==> src/rtl/r_sequencer.sv <==
// Control FSM for the R (hand) register: sequences the R input mux, write enable,
// memory read strobe, ALU op and inbox/outbox handshakes for one opcode per start.
module r_sequencer #(
  parameter int MEM_LAT = 1
) (
  input  logic       clk,
  input  logic       rst,
  input  logic       start,
  input  logic [2:0] opcode,
  input  logic       inbox_valid,
  input  logic       outbox_ready,
  output logic       inbox_pop,
  output logic       outbox_push,
  output logic       mem_rd,
  output logic [1:0] muxR,
  output logic       wR,
  output logic [1:0] alu_op,
  output logic       busy,
  output logic       done,
  output logic       hand_full,
  output logic       error
);

  typedef enum logic [2:0] {
    IDLE, WAIT_IN, MEM_RD, MEM_WAIT, LOAD, WAIT_OUT, DONE, ERR
  } state_t;

  localparam logic [2:0] OP_NOP    = 3'b000;
  localparam logic [2:0] OP_INBOX  = 3'b001;
  localparam logic [2:0] OP_OUTBOX = 3'b010;
  localparam logic [2:0] OP_COPY   = 3'b011;
  localparam logic [2:0] OP_ADD    = 3'b100;
  localparam logic [2:0] OP_SUB    = 3'b101;
  localparam logic [2:0] OP_BUMP   = 3'b110;
  localparam logic [2:0] OP_RSV    = 3'b111;

  // MEM_RD plus (WAIT_INIT+1) MEM_WAIT cycles spans MEM_LAT cycles to LOAD.
  localparam logic [1:0] WAIT_INIT = (MEM_LAT >= 2) ? 2'(MEM_LAT - 2) : 2'd0;

  state_t     state_q, state_d;
  logic [2:0] op_q, op_d;
  logic [1:0] cnt_q, cnt_d;
  logic       hand_q, hand_d;

  always_ff @(posedge clk or posedge rst) begin
    if (rst) begin
      state_q <= IDLE;
      op_q    <= 3'b000;
      cnt_q   <= 2'd0;
      hand_q  <= 1'b0;
    end else begin
      state_q <= state_d;
      op_q    <= op_d;
      cnt_q   <= cnt_d;
      hand_q  <= hand_d;
    end
  end

  always_comb begin
    state_d     = state_q;
    op_d        = op_q;
    cnt_d       = cnt_q;
    hand_d      = hand_q;
    inbox_pop   = 1'b0;
    outbox_push = 1'b0;
    mem_rd      = 1'b0;
    muxR        = 2'b00;
    wR          = 1'b0;
    alu_op      = 2'b00;
    done        = 1'b0;
    error       = 1'b0;
    busy        = (state_q != IDLE);

    case (state_q)
      IDLE: begin
        if (start) begin
          op_d = opcode;
          if (opcode == OP_RSV) begin
            state_d = ERR;
          end else if ((opcode inside {OP_OUTBOX, OP_ADD, OP_SUB}) && !hand_q) begin
            state_d = ERR;
          end else begin
            case (opcode)
              OP_NOP:    state_d = DONE;
              OP_INBOX:  state_d = WAIT_IN;
              OP_OUTBOX: state_d = WAIT_OUT;
              default:   state_d = MEM_RD;
            endcase
          end
        end
      end
      WAIT_IN: begin
        if (inbox_valid) begin
          inbox_pop = 1'b1;
          wR        = 1'b1;
          muxR      = 2'b00;
          hand_d    = 1'b1;
          state_d   = DONE;
        end
      end
      WAIT_OUT: begin
        if (outbox_ready) begin
          outbox_push = 1'b1;
          hand_d      = 1'b0;
          state_d     = DONE;
        end
      end
      MEM_RD: begin
        mem_rd = 1'b1;
        if (MEM_LAT <= 1) begin
          state_d = LOAD;
        end else begin
          cnt_d   = WAIT_INIT;
          state_d = MEM_WAIT;
        end
      end
      MEM_WAIT: begin
        if (cnt_q == 2'd0) state_d = LOAD;
        else               cnt_d   = cnt_q - 2'd1;
      end
      LOAD: begin
        wR      = 1'b1;
        hand_d  = 1'b1;
        state_d = DONE;
        case (op_q)
          OP_COPY: muxR = 2'b01;
          OP_ADD:  begin muxR = 2'b10; alu_op = 2'b00; end
          OP_SUB:  begin muxR = 2'b10; alu_op = 2'b01; end
          OP_BUMP: begin muxR = 2'b10; alu_op = 2'b10; end
          default: muxR = 2'b01;
        endcase
      end
      DONE: begin
        done    = 1'b1;
        state_d = IDLE;
      end
      ERR: begin
        // Terminal until reset: no handshakes, no writes, hand untouched.
        error = 1'b1;
      end
      default: state_d = IDLE;
    endcase
  end

  assign hand_full = hand_q;

endmodule

==> config.mk <==
export PLATFORM = sky130hd
export DESIGN_NAME = r_sequencer
export DESIGN_NICKNAME = d
export VERILOG_FILES = /design/src/rtl/r_sequencer.sv
export SDC_FILE = /design/constraint.sdc
export NUM_CORES = 1
export LEC_CHECK = 0
export BUFFER_PORTS_ARGS = -buffer_cell sky130_fd_sc_hd__buf_2
export CORE_MARGIN = 2
export CORE_UTILIZATION = 45
export DETAILED_ROUTE_END_ITERATION = 12
export PLACE_DENSITY = 0.72
export RECOVER_POWER = 100
export SETUP_SLACK_MARGIN = 0.3
export SLEW_MARGIN = 20
export SYNTH_ARGS = -nofsm -noshare
export SYNTH_HDL_FRONTEND = slang
export SYNTH_SLANG_ARGS = --single-unit
==> constraint.sdc <==
create_clock -name clk -period 1.9 [get_ports clk]
set_input_delay 0.38 -clock clk [delete_from_list [all_inputs] [get_ports clk]]
set_output_delay 0.38 -clock clk [all_outputs]
set_load 0.05 [all_outputs]
==> results of run 1 <==
## Yosys cell counts
cell	number
a21oi_1	4
a221oi_2	1
a22o_1	1
a311oi_1	1
a31oi_1	3
and2_1	1
and2_2	1
buf_4	1
buf_6	2
dfrtp_1	9
ha_1	1
inv_1	7
mux2_2	3
mux2i_1	1
nand2_1	6
nand2b_1	2
nand2b_4	1
nand3_1	2
nor2_1	6
nor2b_1	1
nor3_1	1
nor3_2	3
nor3b_1	4
o21ai_0	4
o21ai_1	2
or2b_1	1
xnor2_1	2
## power by group through the flow
stage	Clock [mW]	Sequential, mW	Combinational (mW)
2_1_floorplan	0	0.380	0.818
3_3_place_gp	0	0.360	0.988
3_5_place_dp	0	0.371	0.992
4_1_cts	0.156	0.389	1.29
5_1_grt	0.173	0.413	1.57
6_report	0.155	0.405	1.50
## path summary, 6_finish.rpt
kind / endpoint / slack [ns]
setup reg to reg: op_q[1] / 0.21
setup / recovery: alu_op[0] / 0.10
max in group asynchronous: state_q[2] / 1.55
min in group clk: op_q[2] / 0.39
hold / removal: op_q[0] / 0.06
hold reg to reg: cnt_q[0] / 0.54
## flip-flops by register name, indices dropped and copies added, names as in the netlist
register,cells
op_q,3
state_q,3
cnt_q,2
hand_full,1
## cells by family after synthesis
logic type      Yosys count  synth area share, %
xor+xnor                  2                 2.78
compound gates           16                 16.1
buf+inv                  10                 8.93
mux                       4                 6.94
flops                     9                 35.7
fa+ha+maj                 1                 1.98
simple gates             29                 27.6
## routing by layer
| layer | part of all wire (%) | track usage [%] | wire length, um | vias up |
|---|---|---|---|---|
| li1 | - | - | - | 323 |
| met1 | 35 | 26.5 | 706 | 340 |
| met2 | 54 | 41.6 | 1100 | 42 |
| met3 | 5.9 | 3.91 | 119 | 16 |
| met4 | 4.6 | 13.5 | 92 | 0 |
| met5 | 0 | 0 | 0 | - |
## worst max-delay path, cell delays in order, from the launching register on
cell	delay, ns
dfrtp_1	0.45
nor2_4	0.18
nand3_4	0.13
nor3b_4	0.21
buf_6	0.18
## stage by stage
| stage | setup slack, ns | hold WS (ns) | power (mW) | cell area (um2) |
|---|---|---|---|---|
| after floorplan | 0.0381 | 0.208 | 1.20 | 694 |
| after global placement | 0.258 | 0.348 | 1.35 | 801 |
| after detailed placement | 0.219 | 0.361 | 1.36 | 801 |
| after CTS | 0.124 | 0.0785 | 1.84 | 991 |
| after global routing | 0.0368 | 0.0870 | 2.15 | 1080 |
| final | 0.102 | 0.0604 | 2.06 | 1080 |
## cell usage in the layout, fill, tap and decap left out, types with 5 or more instances in the layout
master / n
buf_6: 11
buf_4: 11
buf_2: 9
dfrtp_1: 7
o21ai_0: 5
nand2_1: 5
inv_1: 5
## layout make-up
type | count | area (um2)
repair buffers | 37 | 325
multi-input cells | 52 | 453
well taps | 15 | 18.8
inverters | 7 | 26.3
flip-flops and latches | 9 | 228
clock buffers | 4 | 26.3
fillers | 87 | 224
## what timing repair did
action                     in CTS  in global routing
pin swaps                       4                  6
setup endpoints to repair      11                 11
resized for setup              31                 14
hold endpoints to repair        0                  0
setup buffers                   7                  6
cloned                          0                  2
==> impl_metrics.ini, run 1 <==
[outcome]
outcome = completed

[sta]
tightest_slew_ns = 0.587
min_period_ns = 1.80
hold_viol = 0
setup_viol = 0
relSlewSlack_pct = 61.0
slew_violations = 0
finalCritPeriodShare_pct = 94.6
fmax_ghz = 0.556
timing.setup.tns_ns = 0
finClkSkew_ns = 0.00682
rsz0062_at_grt = true

[synthesis]
ys_ff_latch = 9
synth_seq_area_share_pct = 35.7
syn_area_um2 = 631
synthesis.nets = 80
synth_top_cell_by_area = dfrtp_1
synthCells = 71
synth.distinct_cells = 27
avgSynthCellArea_um2 = 8.88
synth_area_leaders = dfrtp_1 36%, mux2_2 5.4%, nor3_2 4.8%
synth_warnings = 0
synth_top_area_share_pct = 35.7

[route]
routed-via-count = 721
dr.pass1.iters = 4
antenna_left = 0
drc = 0
wl_um = 2010
avgViaCountPerCell = 5.81
avgRoutedWirePerCell_um = 16.2
drtIter0Drc = 20

[min_path]
worstHoldPathType = in -> async

[finish]
layout-drive-gt1-share_pct = 58.7
syn2layout_area_growth_pct = 70.8
diodes = 0
instances_no_fill = 124
num-nets-final = 119
utilization_pct = 82.8

[global_route]
track_usage_pct = 23.6
antenna_found_initial = 0
grt_pass1_vias = 652
grt_max_degree = 10
grt_pass1_wl_um = 3040
grt.overflow.total = 0

[die]
io-pin-count = 20
rows = 13
initial_core_util_pct = 48.5
die_area_um2 = 1720
core-area_um2 = 1300
die_h_um = 41.4
die_x_um = 41.4

[placement]
gp_congestion = 0.750
dp_hpwl_um = 1110
dpl.cell_count = 105
port_buffers = 19

[clock_tree]
cts_made_buffers = 3
clk_path_buf_depth = 2
htree_levels = 1
path_clk_slew_ns = 0.07
cts_hold_buf = 0
insertion_delay_ns = 0.27
tritoncts = built
cts.sinks = 9
clock-root-buffer = clkbuf_4

[critical_path]
arrival_ns = 1.42
crit_required_ns = 1.52
worstReg2RegStart = state_q[0]
crit_path_max_fanout = 3
critPathKind = reg -> out
endpoint_kind = output port
cp-start-kind = flip-flop
reg2reg_depth = 4
crit_start = state_q[1]

[power]
internal_power_mw = 1.04
cellLeakagePower_nw = 0.489
ir_worst_vdd_mv = 1.26
p_comb_share_pct = 72.7
p_sw_share_pct = 49.4
power.share.sequential_pct = 19.7
pwr-share-clk_pct = 7.5
power.net_switching_mw = 1.01
power_density_nw_per_um2 = 1910

[run]
drv_cap = 0
Note: power is estimated with default switching activity, not from simulation.
==> inputs of run 2 (changes only) <==
Settings changed: REMOVE_ABC_BUFFERS from default to 1.
==> run 2 against run 1 <==
Effect of this change:
- largest cell class unchanged
- highest routed layer unchanged
- hold slack better by 0.00084 ns
- clock skew is 0.0010 ns higher
- critical endpoint is now done
- non-clock buffer count is 2 higher
==> impl_metrics.ini, run 2 (synthesis results as in run 1) <==
[run]
drv_cap = 0

[route]
avgViaCountPerCell = 5.50
drc = 0
drtIter0Drc = 4
antenna_left = 0
dr.pass1.iters = 4
wl_um = 1860
avgRoutedWirePerCell_um = 14.8
routed-via-count = 693

[critical_path]
crit_path_max_fanout = 4
critPathKind = reg -> out
cp-start-kind = flip-flop
endpoint_kind = output port
crit_required_ns = 1.52
crit_start = state_q[0]
arrival_ns = 1.43
worstReg2RegStart = state_q[2]
r2r_slack_ns = 0.15

[finish]
diodes = 0
layout_commonest_cell = buf_4
reg.largest.list = op_q x3, state_q x3, cnt_q x2
layout-drive-gt1-share_pct = 53.2
syn2layout_area_growth_pct = 61.3
num-nets-final = 121
fin_area_um2 = 1020
final_cell_mix = 13 x buf_4, 12 x buf_6, 7 x clkbuf_4, 7 x dfrtp_1, 7 x buf_2

[sta]
finalCritPeriodShare_pct = 95.2
min_period_ns = 1.81
relSlewSlack_pct = 60.8
holdWs_ns = 0.0613
finClkSkew_ns = 0.00783
hold_viol = 0
slew_violations = 0
rsz0062_at_grt = true
fmax_ghz = 0.553
setup_viol = 0
tightest_slew_ns = 0.590

[clock_tree]
insertion_delay_ns = 0.27
path_clk_slew_ns = 0.06
cts.sinks = 9
cts_made_buffers = 3
htree_levels = 1
clock-root-buffer = clkbuf_4
tritoncts = built
clk_path_buf_depth = 2

[placement]
post_dp_cell_area_um2 = 729
port_buffers = 19
gp_congestion = 0.800
dp_hpwl_um = 1020

[power]
ir_worst_vdd_mv = 1.10
power_density_nw_per_um2 = 1860
cellLeakagePower_nw = 0.464

[die]
die_x_um = 41.4
die_h_um = 41.4
rows = 13
io-pin-count = 20
initial_core_util_pct = 48.5
core-area_um2 = 1300
die_area_um2 = 1720

[global_route]
antenna_found_initial = 0
grt.overflow.total = 0
grt_pass1_vias = 656
grt_pass1_wl_um = 2940
grt_max_degree = 10
track_usage_pct = 22.5

[min_path]
worstHoldPathType = in -> async

[outcome]
outcome = completed
[run 2: power by group]
part	switching, mW	total, mW	internal (mW)
logic	0.746	1.35	0.608
registers	0.119	0.386	0.267
clock network	0.0688	0.150	0.0810
[run 2: per-layer routing]
layer / wire, um / global-route usage, % / part of all wire (%)
met1: 755 / 24.9 / 41
met2: 990 / 40.9 / 53
met3: 102 / 9.13 / 5.5
met4: 14 / 3.23 / 0.75
met5: 0 / 0 / 0
[run 2: cell type report]
cell class	count	area [um2]
Clock buffer	4	26.3
Fill cell	87	284
Inverter	7	26.3
Multi-Input combinational cell	52	408
Sequential cell	9	228
Tap cell	15	18.8
Timing Repair Buffer	39	310
[run 2: worst paths after layout]
| check | depth (start not counted) | end |
|---|---|---|
| min in group clk | 2 | op_q[2] |
| hold / removal | 2 | op_q[1] |
| hold reg to reg | 2 | cnt_q[0] |
| setup reg to reg | 6 | op_q[2] |
| max in group asynchronous | 2 | state_q[2] |
| setup / recovery | 4 | done |
[run 2: critical path, cell delays in order (launching register included)]
cell and delay, ns:
dfrtp_2 0.46, buf_4 0.15, buf_6 0.11, nor3b_4 0.24, buf_6 0.19
[run 2: repair_timing]
item / CTS / global route
pin swaps: 3 / 5
endpoints found under the setup margin: 11 / 11
buffers inserted: 12 / 6
gates resized for setup: 30 / 19
endpoints found under the hold margin: 0 / 0
hold buffers: 0 / 0
[run 2: per-stage QoR]
stage	total power, mW	setup slack, ns	util [%]	TNS [ns]	cells
floorplan	1.02	-0.445	-	-1.68	68
global placement	1.22	0.231	56.1	0	104
detailed placement	1.23	0.191	56.1	0	104
CTS	1.71	0.162	72.2	0	120
global route	2.01	0.0367	78.2	0	126
finish	1.89	0.0907	78.2	0	126
